File: src/rtl/uart_pkg.sv
// Shared FSM state encoding and default widths for the UART transmit buffer.
package uart_pkg;

  localparam int DEFAULT_DATA_BITS  = 32;
  localparam int DEFAULT_DEPTH_LOG2 = 4;

  typedef enum logic [1:0] {
    IDLE  = 2'b00,
    START = 2'b01,
    WAIT  = 2'b10
  } tx_state_t;

endpackage

File: src/rtl/sync_fifo.sv
// Parameterised single-clock FIFO: storage array, wrapping pointers, word count and flags.
module sync_fifo
  import uart_pkg::*;
#(
  parameter int DATA_BITS  = DEFAULT_DATA_BITS,
  parameter int DEPTH_LOG2 = DEFAULT_DEPTH_LOG2
) (
  input  logic                  i_clk,
  input  logic                  i_reset_n,
  input  logic                  i_wr_en,
  input  logic [DATA_BITS-1:0]  i_wr_data,
  input  logic                  i_rd_en,
  output logic [DATA_BITS-1:0]  o_rd_data,
  output logic                  o_full,
  output logic                  o_empty,
  output logic [DEPTH_LOG2:0]   o_level
);

  localparam int DEPTH = 1 << DEPTH_LOG2;
  localparam logic [DEPTH_LOG2:0] FULL_COUNT = (DEPTH_LOG2 + 1)'(DEPTH);

  logic [DATA_BITS-1:0]  mem [DEPTH];
  logic [DEPTH_LOG2-1:0] wr_ptr_reg;
  logic [DEPTH_LOG2-1:0] rd_ptr_reg;
  logic [DEPTH_LOG2:0]   count_reg;
  logic                  wr_accept;
  logic                  rd_accept;

  // A write into a full FIFO is dropped even when a pop frees a slot in the same cycle.
  assign wr_accept = i_wr_en && !o_full;
  assign rd_accept = i_rd_en && !o_empty;

  always_ff @(posedge i_clk) begin
    if (wr_accept) begin
      mem[wr_ptr_reg] <= i_wr_data;
    end
  end

  always_ff @(posedge i_clk or negedge i_reset_n) begin
    if (!i_reset_n) begin
      wr_ptr_reg <= '0;
      rd_ptr_reg <= '0;
      count_reg  <= '0;
    end else begin
      if (wr_accept) begin
        wr_ptr_reg <= wr_ptr_reg + DEPTH_LOG2'(1);
      end
      if (rd_accept) begin
        rd_ptr_reg <= rd_ptr_reg + DEPTH_LOG2'(1);
      end
      case ({wr_accept, rd_accept})
        2'b10:   count_reg <= count_reg + (DEPTH_LOG2 + 1)'(1);
        2'b01:   count_reg <= count_reg - (DEPTH_LOG2 + 1)'(1);
        default: count_reg <= count_reg;
      endcase
    end
  end

  assign o_rd_data = mem[rd_ptr_reg];
  assign o_full    = (count_reg == FULL_COUNT);
  assign o_empty   = (count_reg == '0);
  assign o_level   = count_reg;

endmodule

File: src/rtl/uart_tx_buffer.sv
// Buffers CPU words and releases them one at a time to the UART transmitter.
// Optional sticky overflow flag is enabled with UART_TX_BUFFER_OVF_EN.
module uart_tx_buffer
  import uart_pkg::*;
#(
  parameter int DATA_BITS  = DEFAULT_DATA_BITS,
  parameter int DEPTH_LOG2 = DEFAULT_DEPTH_LOG2
) (
  input  logic                  i_clk,
  input  logic                  i_reset_n,
  input  logic                  i_wr_en,
  input  logic [DATA_BITS-1:0]  i_wr_data,
  output logic                  o_full,
  output logic                  o_empty,
  output logic [DEPTH_LOG2:0]   o_level,
  output logic                  o_tx_start,
  output logic [DATA_BITS-1:0]  o_tx_data,
  input  logic                  i_tx_done,
  output logic                  o_busy
`ifdef UART_TX_BUFFER_OVF_EN
  ,
  output logic                  o_overflow,
  input  logic                  i_ovf_clr
`endif
);

  tx_state_t            state_reg;
  tx_state_t            state_next;
  logic                 pop;
  logic [DATA_BITS-1:0] fifo_rd_data;
  logic [DATA_BITS-1:0] tx_data_reg;
  logic                 fifo_full;
  logic                 fifo_empty;

  sync_fifo #(
    .DATA_BITS  (DATA_BITS),
    .DEPTH_LOG2 (DEPTH_LOG2)
  ) u_fifo (
    .i_clk     (i_clk),
    .i_reset_n (i_reset_n),
    .i_wr_en   (i_wr_en),
    .i_wr_data (i_wr_data),
    .i_rd_en   (pop),
    .o_rd_data (fifo_rd_data),
    .o_full    (fifo_full),
    .o_empty   (fifo_empty),
    .o_level   (o_level)
  );

  assign o_full  = fifo_full;
  assign o_empty = fifo_empty;

  always_ff @(posedge i_clk or negedge i_reset_n) begin
    if (!i_reset_n) begin
      state_reg <= IDLE;
    end else begin
      state_reg <= state_next;
    end
  end

  // Done pulses outside WAIT are ignored; the transmitter cannot legally finish a word it has not started.
  always_comb begin
    state_next = state_reg;
    pop        = 1'b0;
    case (state_reg)
      IDLE: begin
        if (!fifo_empty) begin
          pop        = 1'b1;
          state_next = START;
        end
      end
      START: begin
        state_next = WAIT;
      end
      WAIT: begin
        if (i_tx_done) begin
          state_next = IDLE;
        end
      end
      default: begin
        state_next = IDLE;
      end
    endcase
  end

  always_ff @(posedge i_clk or negedge i_reset_n) begin
    if (!i_reset_n) begin
      tx_data_reg <= '0;
    end else if (pop) begin
      tx_data_reg <= fifo_rd_data;
    end
  end

  assign o_tx_data  = tx_data_reg;
  assign o_tx_start = (state_reg == START);
  assign o_busy     = (state_reg == START) || (state_reg == WAIT);

`ifdef UART_TX_BUFFER_OVF_EN
  logic overflow_reg;

  // Set takes priority so a drop in the clearing cycle is never lost.
  always_ff @(posedge i_clk or negedge i_reset_n) begin
    if (!i_reset_n) begin
      overflow_reg <= 1'b0;
    end else if (i_wr_en && fifo_full) begin
      overflow_reg <= 1'b1;
    end else if (i_ovf_clr) begin
      overflow_reg <= 1'b0;
    end
  end

  assign o_overflow = overflow_reg;
`endif

endmodule

File: config.mk
export PLATFORM = sky130hd
export DESIGN_NAME = uart_tx_buffer
export DESIGN_NICKNAME = d
export VERILOG_FILES = /design/src/rtl/uart_pkg.sv /design/src/rtl/sync_fifo.sv /design/src/rtl/uart_tx_buffer.sv
export SDC_FILE = /design/constraint.sdc
export NUM_CORES = 1
export LEC_CHECK = 0
export CAP_MARGIN = 5
export CORE_ASPECT_RATIO = 0.7
export CORE_UTILIZATION = 60
export DETAILED_ROUTE_END_ITERATION = 10
export PLACE_DENSITY = 0.78
export SLEW_MARGIN = 20
export SYNTH_ARGS = -nofsm -noshare
export SYNTH_HDL_FRONTEND = slang
export SYNTH_SLANG_ARGS = --single-unit
File: constraint.sdc
create_clock -name i_clk -period 5.3 [get_ports i_clk]
set_clock_uncertainty 0.05 [all_clocks]
set_input_delay 0.53 -clock i_clk [delete_from_list [all_inputs] [get_ports i_clk]]
set_output_delay 0.53 -clock i_clk [all_outputs]
set_load 0.05 [all_outputs]
==> run summary, run 1 <==
Status - finished clean
Setup Fix Bufs, Post-CTS - 0
Yosys top cell by area - edfxtp_1
FF+latch area - 16600 µm²
Mapped Cells - 963
Number of global-route vias before repair - 10600
Critical path's largest stage delay - 0.71 ns
Crit path from - u_fifo.o_level[2]
DIE WIDTH - 227 µm
Endpoints failing setup - 0
Clk_lat worst skew - 0.56 ns
Detailed Place HPWL - 24200 µm
CTS Buf Count - 48
Overflow after GRT - 0
CTS clk-pin slew, worst paths - 0.07 ns
Number of fill cells - 1993
Final TNS setup - 0 ns
Unrepaired setup endpoints after global routing - no
Ports - 77
Max FFs per register - 512
CP endpoint kind - flip-flop
Most used cell, CP - ha_1
First-pass GRT wire length - 68700 µm
Post-Syn Nets - 1012
Worst-path fanout max - 9
Number of remaining DRC errors - 0
Worst path slowest cell - nor4_1
Routed Wire Length - 46500 µm
Post-place instance area - 22700 µm²
Fin crit period - 3.32 ns
Flops & latches, synth - 559
CP Capture Point - u_fifo.o_level[4]
Count leader, synth - edfxtp_1
Max Transition Viols Final - 0
CTS tree - yes
Total iterations of the first detailed-routing run - 5
VDD IR max - 0.000434 V
Cell Area, Synth - 21300 µm²
Worst path cell trace - nor4_1 -> a21boi_1 -> inv_1 -> ha_1 -> xor2_1 -> ha_1 -> o211a_1 -> o31ai_1 -> a31oi_1 -> xnor2_1
Pwr per Cell Area - 568 nW/µm²
Initial antenna violation count - 0
Fin crit share - 62.6%
Crit Path Class - reg -> reg
Flop2flop setup slack - 1.98 ns
# hold bufs at CTS - 0
Worst-margin pin slew - 1.16 ns
Capturing point of the worst reg2reg path - u_fifo.o_level[4]
WP data required - 5.69 ns
CTS Buffer Depth - 3
Synth top cells by count - edfxtp_1, mux4_2, o22ai_1, dfrtp_1
Antenna-violating nets left - 0
Largest net degree at the start of global routing - 58
Synth area leaders - edfxtp_1, mux4_2, dfrtp_1
Final net count - 1112
Die area - 36300 µm²
Avg Cell Area, Syn - 22.1 µm²
Mean number of vias per cell - 6.61
Leak - 0.00781 µW
Tot GR Track Use - 26.4%
Worst R2R Start - u_fifo.o_level[2]
DR WL/cell - 29.5 µm
Synth Warn # - 0
Final hold vios - 0
Reg2reg path depth - 10
Fmax - 301 MHz
Cell variety after synth - 36
Via Count - 10400
Post-synth EDFFs - 512
Die Y - 160 µm
H-tree depth - 2
IO Port Bufs - 76
Top-area cell type share of the netlist area - 72.1%
Clock Tree Root - clkbuf_16
Post-synthesis sequential area ratio - 77.6%
Slew Limit Headroom - 22.8%
Multi-input gate area - 4550 µm²
Starting Density - 61.1%
Clock Sinks - 559
Gpl congestion - 0.740
Biggest register - u_fifo.mem
Starting DRC count in detailed routing - 1161
Antenna Cells - 0
Setup crit start kind - flip-flop
Top_reg_cell synth - edfxtp_1
Max cap viols - 0
Resized Gates After CTS - 0
Synthesis-to-layout area growth - 14.8%
Final instance area - 24500 µm²
Share of layout cells above drive strength 1 - 26.4%
Rows - 57
Core area - 34900 µm²
Critical Path AT - 3.71 ns
Min-Delay Path Class - in -> async
FFs w/ async S/R, synth - 8.41%
==> worst max-delay path: cells and delay by family (launching register included) <==
kind                     cells  cell delay [ns]
AND/OR/NAND/NOR              1             0.71
flip-flops                   1             0.48
adder cells (fa/ha/maj)      2             0.57
XOR/XNOR                     2             0.27
AO/OA/AOI/OAI                4             0.96
buffers and inverters        1             0.17
==> worst min path at each step <==
stage,from,to,slack [ns]
finish,i_reset_n,u_fifo.o_level[2],0.09
global route,i_reset_n,u_fifo.o_level[2],0.14
CTS,i_reset_n,u_fifo.o_level[2],0.10
detailed placement,state_reg[1],state_reg[1],0.48
global placement,state_reg[0],state_reg[0],0.47
floorplan,i_reset_n,o_tx_data[0],0.18
==> report_power, final <==
part,leakage [µW],total [µW],internal [µW],switching (µW)
Clock,0.000802,3660,2120,1540
Combinational,0.00186,4300,1890,2410
Sequential,0.00515,5930,5420,512
==> cells by family (layout without fill, tap and decap cells) <==
| family | Yosys count | in the layout | share of synthesized area [%] |
|---|---|---|---|
| adders and majority gates | 13 | 13 | 0.763 |
| and+or+nand+nor | 41 | 41 | 0.951 |
| AOI/OAI and AO/OA | 112 | 112 | 3.19 |
| DFF | 559 | 559 | 77.6 |
| xor gates and xnor gates | 11 | 11 | 0.452 |
| buffers and inverters | 63 | 203 | 1.60 |
| muxes | 164 | 164 | 15.4 |
==> layer usage <==
layer	part of all wire [%]	global-route usage (%)	vias up
met5	0	0	-
met4	2.6	7.63	0
met3	8.4	4.95	88
met2	49	41.3	564
met1	40	38.9	5518
li1	-	-	4242
==> stage by stage <==
| step | utilization (%) | hold slack [ns] | power, µW | cells | setup WS [ns] |
|---|---|---|---|---|---|
| final | 70.2 | 0.0891 | 13900 | 1575 | 1.98 |
| after global routing | 70.2 | 0.140 | 14400 | 1575 | 1.70 |
| after CTS | 69.9 | 0.101 | 13900 | 1570 | 1.96 |
| after detailed placement | 65.2 | 0.484 | 10200 | 1480 | 1.67 |
| after global placement | 65.1 | 0.473 | 10100 | 1478 | 1.76 |
| after floorplan | - | 0.184 | 8950 | 963 | 0.955 |
==> area by class of cell <==
type | instances | share of cell area, %
timing repair buffer | 106 | 4.53
tap | 472 | 2.41
clock buffer | 61 | 5.28
inverter | 7 | 0.107
clock inverter | 29 | 1.41
sequential | 559 | 67.7
multi-input combinational | 341 | 18.6
==> placed cells by master, fill, tap and decap left out, types with 3 or more instances in the layout <==
cell	netlist	final
o22ai_1	63	63
buf_12	0	8
mux2_2	36	36
buf_4	1	20
nand2b_1	4	3
edfxtp_1	512	512
clkbuf_16	0	49
nor3_2	0	4
mux4_2	128	128
clkinv_1	0	9
o21ai_0	5	5
nand2_1	7	7
xor2_1	4	4
dfrtp_1	47	44
xnor2_1	7	7
inv_1	7	7
nor2_4	0	12
ha_1	13	13
clkdlybuf4s50_1	0	75
clkinv_2	0	9
nor2_1	16	4
bufinv_16	0	8
clkbuf_1	26	10
a21oi_1	36	36
Power figures use the tool's default switching activity.
==> run 2, diff against run 1 <==
clock period = 3.1 ns   (was 5.3 ns; I/O delays follow)
==> run 2 against run 1 <==
  * Power is 74% higher
  * Sequential power grew 69%
  * Core utilization up 1.0 points
  * Clock-buffer cell count is the same
  * Critical path depth down 7
  * Sequential share of layout area decreased by 0.96 points
  * Final cell count grew 1.5%
  * Global-route usage shrank 0.47 points
  * Highest routed layer unchanged
==> run summary, run 2 (synthesis gave the netlist of run 1 again) <==
WHS - 0.127 ns
Share of layout cells above drive strength 1 - 28.5%
H-tree depth - 2
Critical Path AT - 2.63 ns
Biggest register - u_fifo.mem
CTS tree - yes
Die area - 36300 µm²
Max FFs per register - 512
Most common cell after layout, fill and taps aside - edfxtp_1
Crit Path Class - reg -> out
Core area - 34900 µm²
Max Transition Viols Final - 0
Antenna Cells - 0
Sw Pwr - 7650 µW
Most frequent cells in the layout - edfxtp_1, mux4_2, clkdlybuf4s50_1
Setup crit start kind - flip-flop
Post-place instance area - 23100 µm²
Rows - 57
Resized Gates After CTS - 0
Number of fill cells - 1961
Total iterations of the first detailed-routing run - 5
First-pass GRT wire length - 68200 µm
Largest net degree at the start of global routing - 69
Detailed Place HPWL - 25500 µm
Fin crit period - 2.99 ns
Clock Power Share - 27.0%
Gpl congestion - 0.799
Fmax - 334 MHz
DIE WIDTH - 227 µm
Pwr per Cell Area - 974 nW/µm²
CTS clk-pin slew, worst paths - 0.07 ns
Worst-path fanout max - 9
Unrepaired setup endpoints after global routing - no
FF+latch area - 16600 µm²
Logic pwr share - 31.6%
Overflow after GRT - 0
Fin crit share - 96.6%
Final net count - 1134
Die Y - 160 µm
CP bufs+invs - 1
Clock Tree Root - clkbuf_16
Crit path max-delay family - buffers and inverters
Max cap viols - 0
Endpoints failing setup - 0
Number of global-route vias before repair - 10800
Status - finished clean
CTS Buffer Depth - 3
Starting DRC count in detailed routing - 959
Worst path cell trace - or4_4 -> nor2_1 -> clkdlybuf4s50_1
CTS Buf Count - 49
Antenna-violating nets left - 0
Clock Sinks - 559
CP endpoint kind - primary output
DR WL/cell - 28.2 µm
Initial antenna violation count - 0
Leak - 0.00800 µW
VDD IR max - 0.000751 V
PnR worst setup slack - 0.106 ns
Mean number of vias per cell - 6.53
Worst-margin pin slew - 0.876 ns
Tot GR Track Use - 26.0%
Synthesis-to-layout area growth - 16.4%
DP Worst Slack - 0.508 ns
Via Count - 10400
Critical path's largest stage delay - 0.82 ns
Ports - 77
Final hold vios - 0
Number of remaining DRC errors - 0
WP data required - 2.74 ns
Routed Wire Length - 45100 µm
Int Power - 16500 µW
Switch share - 31.7%
Worst path slowest cell - clkdlybuf4s50_1
Slew Limit Headroom - 41.6%
Final TNS setup - 0 ns
Final instance area - 24800 µm²
IO Port Bufs - 76
Multi-input gate area - 4580 µm²
Min-Delay Path Class - in -> async
Starting Density - 61.1%
Sequential power share - 41.5%
Final Util - 71.2%
Clk_lat worst skew - 0.58 ns
-- run 2: cell count changes in the layout (fill, tap and decap cells not counted), sizes merged --
cell / change
buf: +20
clkinvlp: +2
bufinv: +1
dlygate4sd3: +1
inv: -1
-- run 2: area by class of cell --
cell class | instances | area share [%]
multi-input combinational | 341 | 18.4
timing repair buffer | 127 | 5.35
clock inverter | 31 | 1.57
tap | 472 | 2.38
sequential | 559 | 66.7
inverter | 7 | 0.106
clock buffer | 61 | 5.45
-- run 2: final timing paths --
kind / startpoint / to / slack [ns] / cells after the start
worst max-delay path: u_fifo.o_level[2] / o_empty / 0.11 / 3
worst min-delay path: i_reset_n / u_fifo.wr_ptr_reg[2] / 0.13 / 2
worst max register to register: u_fifo.o_level[2] / u_fifo.o_level[4] / 0.47 / 11
worst min register to register: state_reg[1] / state_reg[1] / 0.50 / 1
max in group asynchronous: i_reset_n / o_tx_data[24] / 2.16 / 3
min in group i_clk: state_reg[1] / state_reg[1] / 0.50 / 1
-- run 2: through the flow --
stage          total power, µW  instances
2_1_floorplan            15300        963
3_3_place_gp             17500       1505
6_report                 24200       1598
4_1_cts                  24300       1598
3_5_place_dp             17700       1505
5_1_grt                  25100       1598
-- run 2: metal layers --
metal  GRT usage, %  vias to the layer above  wire length [µm]  share of wire [%]
met5              0                        -                 0                  0
met4           6.89                        0               955                2.1
met3           4.34                       66              3690                8.2
met2           40.5                      567             21900                 49
met1           38.9                     5520             18600                 41
li1               -                     4284                 -                  -
-- run 2: repair_timing --
action / 4_1_cts / 5_1_grt
endpoints found under the hold margin: 19 / 0
hold buffers: 1 / 0
buffers inserted: 0 / 0
-- run 2: power groups by stage --
stage | combinational (µW) | clock [µW] | sequential [µW]
2_1_floorplan | 4810 | 0 | 10500
6_report | 7640 | 6520 | 10000
3_5_place_dp | 7570 | 0 | 10200
3_3_place_gp | 7440 | 0 | 10100
5_1_grt | 8090 | 6880 | 10100
4_1_cts | 7680 | 6590 | 10000
-- run 2: worst reg2reg max path: cells and delay by family (launching register included) --
kind,cells,cell delay [ns]
flip-flops,1,0.47
adder cells (fa/ha/maj),2,0.57
XOR/XNOR,2,0.28
AO/OA/AOI/OAI,4,0.59
buffers and inverters,2,0.26
AND/OR/NAND/NOR,1,0.30
